--- config.mk ---
export PLATFORM = sky130hd
export DESIGN_NAME = uart_rx_8n1
export DESIGN_NICKNAME = d
export VERILOG_FILES = /design/src/rtl/uart_rx_8n1_pkg.sv /design/src/rtl/uart_sync2.sv /design/src/rtl/uart_rx_8n1.sv
export SDC_FILE = /design/constraint.sdc
export NUM_CORES = 1
export LEC_CHECK = 0
export CORE_MARGIN = 2
export CORE_UTILIZATION = 53
export CTS_BUF_LIST = sky130_fd_sc_hd__clkbuf_4
export DETAILED_ROUTE_END_ITERATION = 8
export GPL_TIMING_DRIVEN = 0
export PLACE_DENSITY = 0.77
export REMOVE_ABC_BUFFERS = 1
export SYNTH_ARGS = -nofsm -noshare
export SYNTH_HDL_FRONTEND = slang
export SYNTH_SLANG_ARGS = --single-unit
--- constraint.sdc ---
create_clock -name clk -period 1.93 [get_ports clk]
set_clock_uncertainty 0.1 [all_clocks]
set_input_delay 0.4825 -clock clk [delete_from_list [all_inputs] [get_ports clk]]
set_output_delay 0.4825 -clock clk [all_outputs]
set_load 0.05 [all_outputs]
--- src/rtl/uart_rx_8n1_pkg.sv ---
// Shared UART definitions: FSM state encoding, frame width and default bit timing.
// The matching transmitter imports the same package.
package uart_rx_8n1_pkg;

    typedef enum logic [2:0] {
        ST_IDLE  = 3'd0,
        ST_START = 3'd1,
        ST_DATA  = 3'd2,
        ST_STOP  = 3'd3,
        ST_BREAK = 3'd4
    } uart_state_e;

    localparam int UART_DATA_BITS    = 8;
    localparam int UART_CLKS_PER_BIT = 434;

endpackage

--- src/rtl/uart_sync2.sv ---
// Two-flop synchronizer for an asynchronous single-bit input.
// Both flops reset to RST_VAL so an idle-high line reads idle out of reset.
module uart_sync2 #(
    parameter logic RST_VAL = 1'b1
) (
    input  logic clk,
    input  logic rst,
    input  logic d,
    output logic q
);

    logic meta;

    always_ff @(posedge clk or posedge rst) begin
        if (rst) begin
            meta <= RST_VAL;
            q    <= RST_VAL;
        end else begin
            meta <= d;
            q    <= meta;
        end
    end

endmodule

--- src/rtl/uart_rx_8n1.sv ---
// 8N1 UART receiver: mid-bit sampling, break detection, and a one-entry
// holding register behind a valid/ready handshake.
module uart_rx_8n1
    import uart_rx_8n1_pkg::*;
#(
    parameter int CLKS_PER_BIT = UART_CLKS_PER_BIT
) (
    input  logic                      clk,
    input  logic                      rst,
    input  logic                      rx,
    input  logic                      rx_ready,
    output logic [UART_DATA_BITS-1:0] rx_data,
    output logic                      rx_valid,
    output logic                      rx_busy,
    output logic                      frame_err,
    output logic                      overrun
);

    localparam int CW = $clog2(CLKS_PER_BIT);
    localparam logic [CW-1:0] CNT_ONE  = CW'(1);
    localparam logic [CW-1:0] BIT_LAST = CW'(CLKS_PER_BIT - 1);
    localparam logic [CW-1:0] MID_LAST = CW'(CLKS_PER_BIT / 2 - 1);

    uart_state_e               state_q, state_d;
    logic [CW-1:0]             cnt_q, cnt_d;
    logic [2:0]                idx_q, idx_d;
    logic [UART_DATA_BITS-1:0] shift_q, shift_d;
    logic                      rx_s;
    logic                      deliver;
    logic                      ferr_d;

    uart_sync2 #(
        .RST_VAL(1'b1)
    ) u_sync (
        .clk(clk),
        .rst(rst),
        .d  (rx),
        .q  (rx_s)
    );

    always_ff @(posedge clk or posedge rst) begin
        if (rst) begin
            state_q <= ST_IDLE;
        end else begin
            state_q <= state_d;
        end
    end

    // Counter is cleared on every state change and on every sample.
    always_comb begin
        state_d = state_q;
        cnt_d   = cnt_q + CNT_ONE;
        idx_d   = idx_q;
        shift_d = shift_q;
        deliver = 1'b0;
        ferr_d  = 1'b0;
        unique case (state_q)
            ST_IDLE: begin
                cnt_d = '0;
                if (!rx_s) begin
                    state_d = ST_START;
                end
            end
            ST_START: begin
                if (cnt_q == MID_LAST) begin
                    cnt_d   = '0;
                    idx_d   = '0;
                    state_d = rx_s ? ST_IDLE : ST_DATA;
                end
            end
            ST_DATA: begin
                if (cnt_q == BIT_LAST) begin
                    cnt_d          = '0;
                    shift_d[idx_q] = rx_s;
                    idx_d          = idx_q + 3'd1;
                    if (idx_q == 3'd7) begin
                        state_d = ST_STOP;
                    end
                end
            end
            ST_STOP: begin
                if (cnt_q == BIT_LAST) begin
                    cnt_d = '0;
                    if (rx_s) begin
                        deliver = 1'b1;
                        state_d = ST_IDLE;
                    end else begin
                        ferr_d  = 1'b1;
                        state_d = ST_BREAK;
                    end
                end
            end
            ST_BREAK: begin
                cnt_d = '0;
                if (rx_s) begin
                    state_d = ST_IDLE;
                end
            end
            default: begin
                cnt_d   = '0;
                state_d = ST_IDLE;
            end
        endcase
    end

    always_ff @(posedge clk or posedge rst) begin
        if (rst) begin
            cnt_q     <= '0;
            idx_q     <= '0;
            shift_q   <= '0;
            rx_data   <= '0;
            rx_valid  <= 1'b0;
            frame_err <= 1'b0;
            overrun   <= 1'b0;
        end else begin
            cnt_q     <= cnt_d;
            idx_q     <= idx_d;
            shift_q   <= shift_d;
            frame_err <= ferr_d;
            overrun   <= 1'b0;
            if (deliver) begin
                // A consumer taking the old byte this cycle frees the slot.
                if (!rx_valid || rx_ready) begin
                    rx_data  <= shift_q;
                    rx_valid <= 1'b1;
                end else begin
                    overrun <= 1'b1;
                end
            end else if (rx_valid && rx_ready) begin
                rx_valid <= 1'b0;
            end
        end
    end

    assign rx_busy = (state_q != ST_IDLE);

endmodule

==> flow_summary.toml, run 1 <==
[power_and_ir_drop]
power_mw = 1.19
p_seq_frac = 0.644
pwr-share-comb = 0.018
switchingPower_uw = 268
clockPowerShare = 0.338
power.leakage_nw = 1.03
sw_frac_of_total = 0.226
power_density_mw_per_mm2 = 554
ir_drop_uv = 530
p_int_uw = 917

[placement]
dp_hpwl_um = 1980
place.gp.congestion = 0.722
port_buffers = 15

[worst_setup_path]
path_max_fanout = 5
cp_data_required_time_ns = 2.06
r2r_start = "cnt_q[6]"
reg2reg_setup_slack_ns = 0.005
cp-end-kind = "flip-flop"
worstSetupEndpoint = "shift_q[4]"
path_class = "reg -> reg"
arrival_ns = 2.05
startpoint = "cnt_q[6]"
ff2ff_path_depth = 4
r2r-end = "shift_q[4]"
crit_path_start_kind = "flip-flop"

[sta]
maxSlewHeadroom = 0.521
fmax_mhz = 520
setup_violations = 0
post-route-period-util = 0.997
report.final.slew_viol_count = 0
rsz0062_at_grt = "true"
setup_tns_ns = 0
tightest_slew_ns = 0.718
period_needed_ns = 1.92
hold_violations = 0

[clock_tree]
cts_buffers = 5
cts_buffer_depth = 2
clock_latency_ns = 0.34
clock_sinks = 36
h-tree-depth = 2
cts_root_buf = "clkbuf_4"
cts_tree = "yes"
clk_pin_slew_ns = 0.11
cts_hold_buf = 0

[floorplan]
std_cell_rows = 20
ios = 16
die-area_mm2 = 0.00372
core_area_mm2 = 0.00308
die_height_um = 61.0
die_w_um = 61.0
start_util = 0.559

[cells_and_area]
multi_input_area_um2 = 853
drive_above_1_share = 0.339
final_nets = 179
syn_to_final_growth_pct = 24.4
antennaDiodeCount = 0
regArea_um2 = 907
filler_cell_count = 225

[route]
first_iter_violations = 46
vias = 1199
wl_um = 3310
postRouteAntennaNets = 0
drt_pass1_iterations = 4
wire_per_inst_um = 15.4
drcViolationCount = 0
drt-vias-per-instance = 5.58

[grt]
antenna_found_initial = 0
grt_use_total = 0.196
grt_pass1_wl_um = 5290
grt_max_degree = 37
grt.overflow.total = 0
grt_pass1_vias = 1149

[synthesis]
synth_cells = 142
synth_top_area_cell = "dfrtp_1"
ys_warn_count = 0
synth_area_leaders = "dfrtp_1 49%, mux2_2 10%, ha_1 3.6%"
synth-seq-cells = 36
ys_types = 37
syn_area_mm2 = 0.00172
synth_seq_area_share = 0.525
synth.top_cell.area_share = 0.495
syn_avg_cell_area_um2 = 12.1

[hold_path]
min_path_type = "reg -> reg"

[run]
cap_viol_max_count = 0

[outcome]
status = "finished, final reports clean"
[cell families (layout without fill, tap and decap cells)]
| family | after synthesis | count (layout) | share of synthesized area |
|---|---|---|---|
| xor+xnor | 7 | 7 | 0.0357 |
| buf+inv | 12 | 40 | 0.0378 |
| simple gates | 55 | 55 | 0.214 |
| fa+ha+maj | 5 | 5 | 0.0364 |
| compound gates | 10 | 11 | 0.0393 |
| mux | 17 | 17 | 0.111 |
| flops | 36 | 36 | 0.525 |
[state kept, by name, summed over array words and instances (netlist names)]
| signal | flops |
|---|---|
| idx_q | 3 |
| frame_err | 1 |
| rx_valid | 1 |
| u_sync.q | 1 |
| u_sync.meta | 1 |
| state_q | 3 |
| shift_q | 8 |
| overrun | 1 |
| rx_data | 8 |
| cnt_q | 9 |
[Yosys cell counts]
| cell | count |
|---|---|
| clkbuf_1 | 1 |
| nand2b_1 | 1 |
| ha_1 | 5 |
| and3_1 | 2 |
| dfrtp_1 | 34 |
| inv_1 | 5 |
| a31oi_1 | 2 |
| or4b_4 | 1 |
| a21oi_1 | 2 |
| nor3b_4 | 1 |
| mux2_2 | 16 |
| and2_1 | 1 |
| nand3_1 | 6 |
| o21bai_1 | 1 |
| buf_2 | 4 |
| nand4_2 | 1 |
| nand4bb_1 | 1 |
| and4bb_2 | 2 |
| nor4b_4 | 1 |
| nor2b_1 | 3 |
| mux2_1 | 1 |
| xor2_1 | 3 |
| nand2_1 | 2 |
| nor3_1 | 2 |
| nor4_1 | 2 |
| xnor2_1 | 4 |
| a21o_1 | 2 |
| dfstp_2 | 2 |
| nand4_1 | 5 |
| buf_6 | 2 |
| a22o_1 | 2 |
| nor2_1 | 16 |
| o21ai_0 | 1 |
| nand4b_1 | 5 |
| or3_1 | 1 |
| nand3b_1 | 1 |
| and4b_1 | 1 |
[layout by cell type, fill, tap and decap left out, types with 3 or more instances in the layout]
master,instances
buf_4,10
clkbuf_4,6
clkdlybuf4s50_1,3
dfrtp_1,31
dfrtp_2,3
dlygate4sd2_1,11
ha_1,4
inv_1,3
mux2_2,9
mux2_4,8
nand3_1,6
nand4_1,5
nand4b_1,5
nor2_1,15
xnor2_1,4
xor2_1,3
[metrics by stage]
stage | cell area, µm² | utilization | setup WS, ns | hold slack [ns] | instances
final | 2140 | 0.695 | 0.00540 | 0.272 | 215
after floorplan | 1670 | - | -0.123 | 0.245 | 135
after detailed placement | 1880 | 0.610 | -0.365 | 0.249 | 194
after CTS | 2040 | 0.664 | -0.0392 | 0.273 | 208
after global routing | 2140 | 0.695 | -0.0905 | 0.278 | 215
after global placement | 1880 | 0.610 | -0.285 | 0.247 | 194
[routing by layer]
layer  up-vias  routed length, µm  global-route usage
met2        33               1590               0.309
met4         0                 27              0.0466
met1       598               1550               0.260
li1        563                  -                   -
met5         -                  0                   0
met3         5                138              0.0704
[what timing repair did]
item,4_1_cts,5_1_grt
gates resized for setup,34,10
endpoints found under the setup margin,40,28
setup buffers,6,6
gates cloned,0,1
pin swaps,4,5
[worst max-delay path: stages, from the launching register on]
cell and delay, ns:
dfrtp_1 0.44, nand4b_1 0.31, nor4b_4 0.37, and4bb_2 0.27
mux2_2 0.33
[power groups by stage]
stage,sequential (mW),clock (mW),combinational [mW]
after CTS,0.763,0.406,0.0220
after global routing,0.765,0.453,0.0243
after detailed placement,0.777,0,0.0219
after floorplan,0.775,0,0.0121
final,0.763,0.401,0.0209
after global placement,0.777,0,0.0210
[worst min-delay path by stage]
stage | start | end | slack [ns] | cells after the start
2_1_floorplan | u_sync.meta | u_sync.q | 0.25 | 0
3_3_place_gp | u_sync.meta | u_sync.q | 0.25 | 0
3_5_place_dp | u_sync.meta | u_sync.q | 0.25 | 0
4_1_cts | u_sync.meta | u_sync.q | 0.27 | 0
5_1_grt | u_sync.meta | u_sync.q | 0.28 | 0
6_report | u_sync.meta | u_sync.q | 0.27 | 0
[cell type report]
cell class / count / area share
multi-input cells: 95 / 0.399
clock buffers: 6 / 0.0211
well taps: 44 / 0.0257
flip-flops and latches: 36 / 0.424
clock inverters: 2 / 0.00527
repair buffers: 27 / 0.116
inverters: 5 / 0.00878
Power figures use the tool's default switching activity.
==> inputs of run 2 (changes only) <==
- CTS_CLUSTER_DIAMETER: unset -> 150
==> results of run 2 <==
Final layout, timing and power as in run 1 (identical DEF).
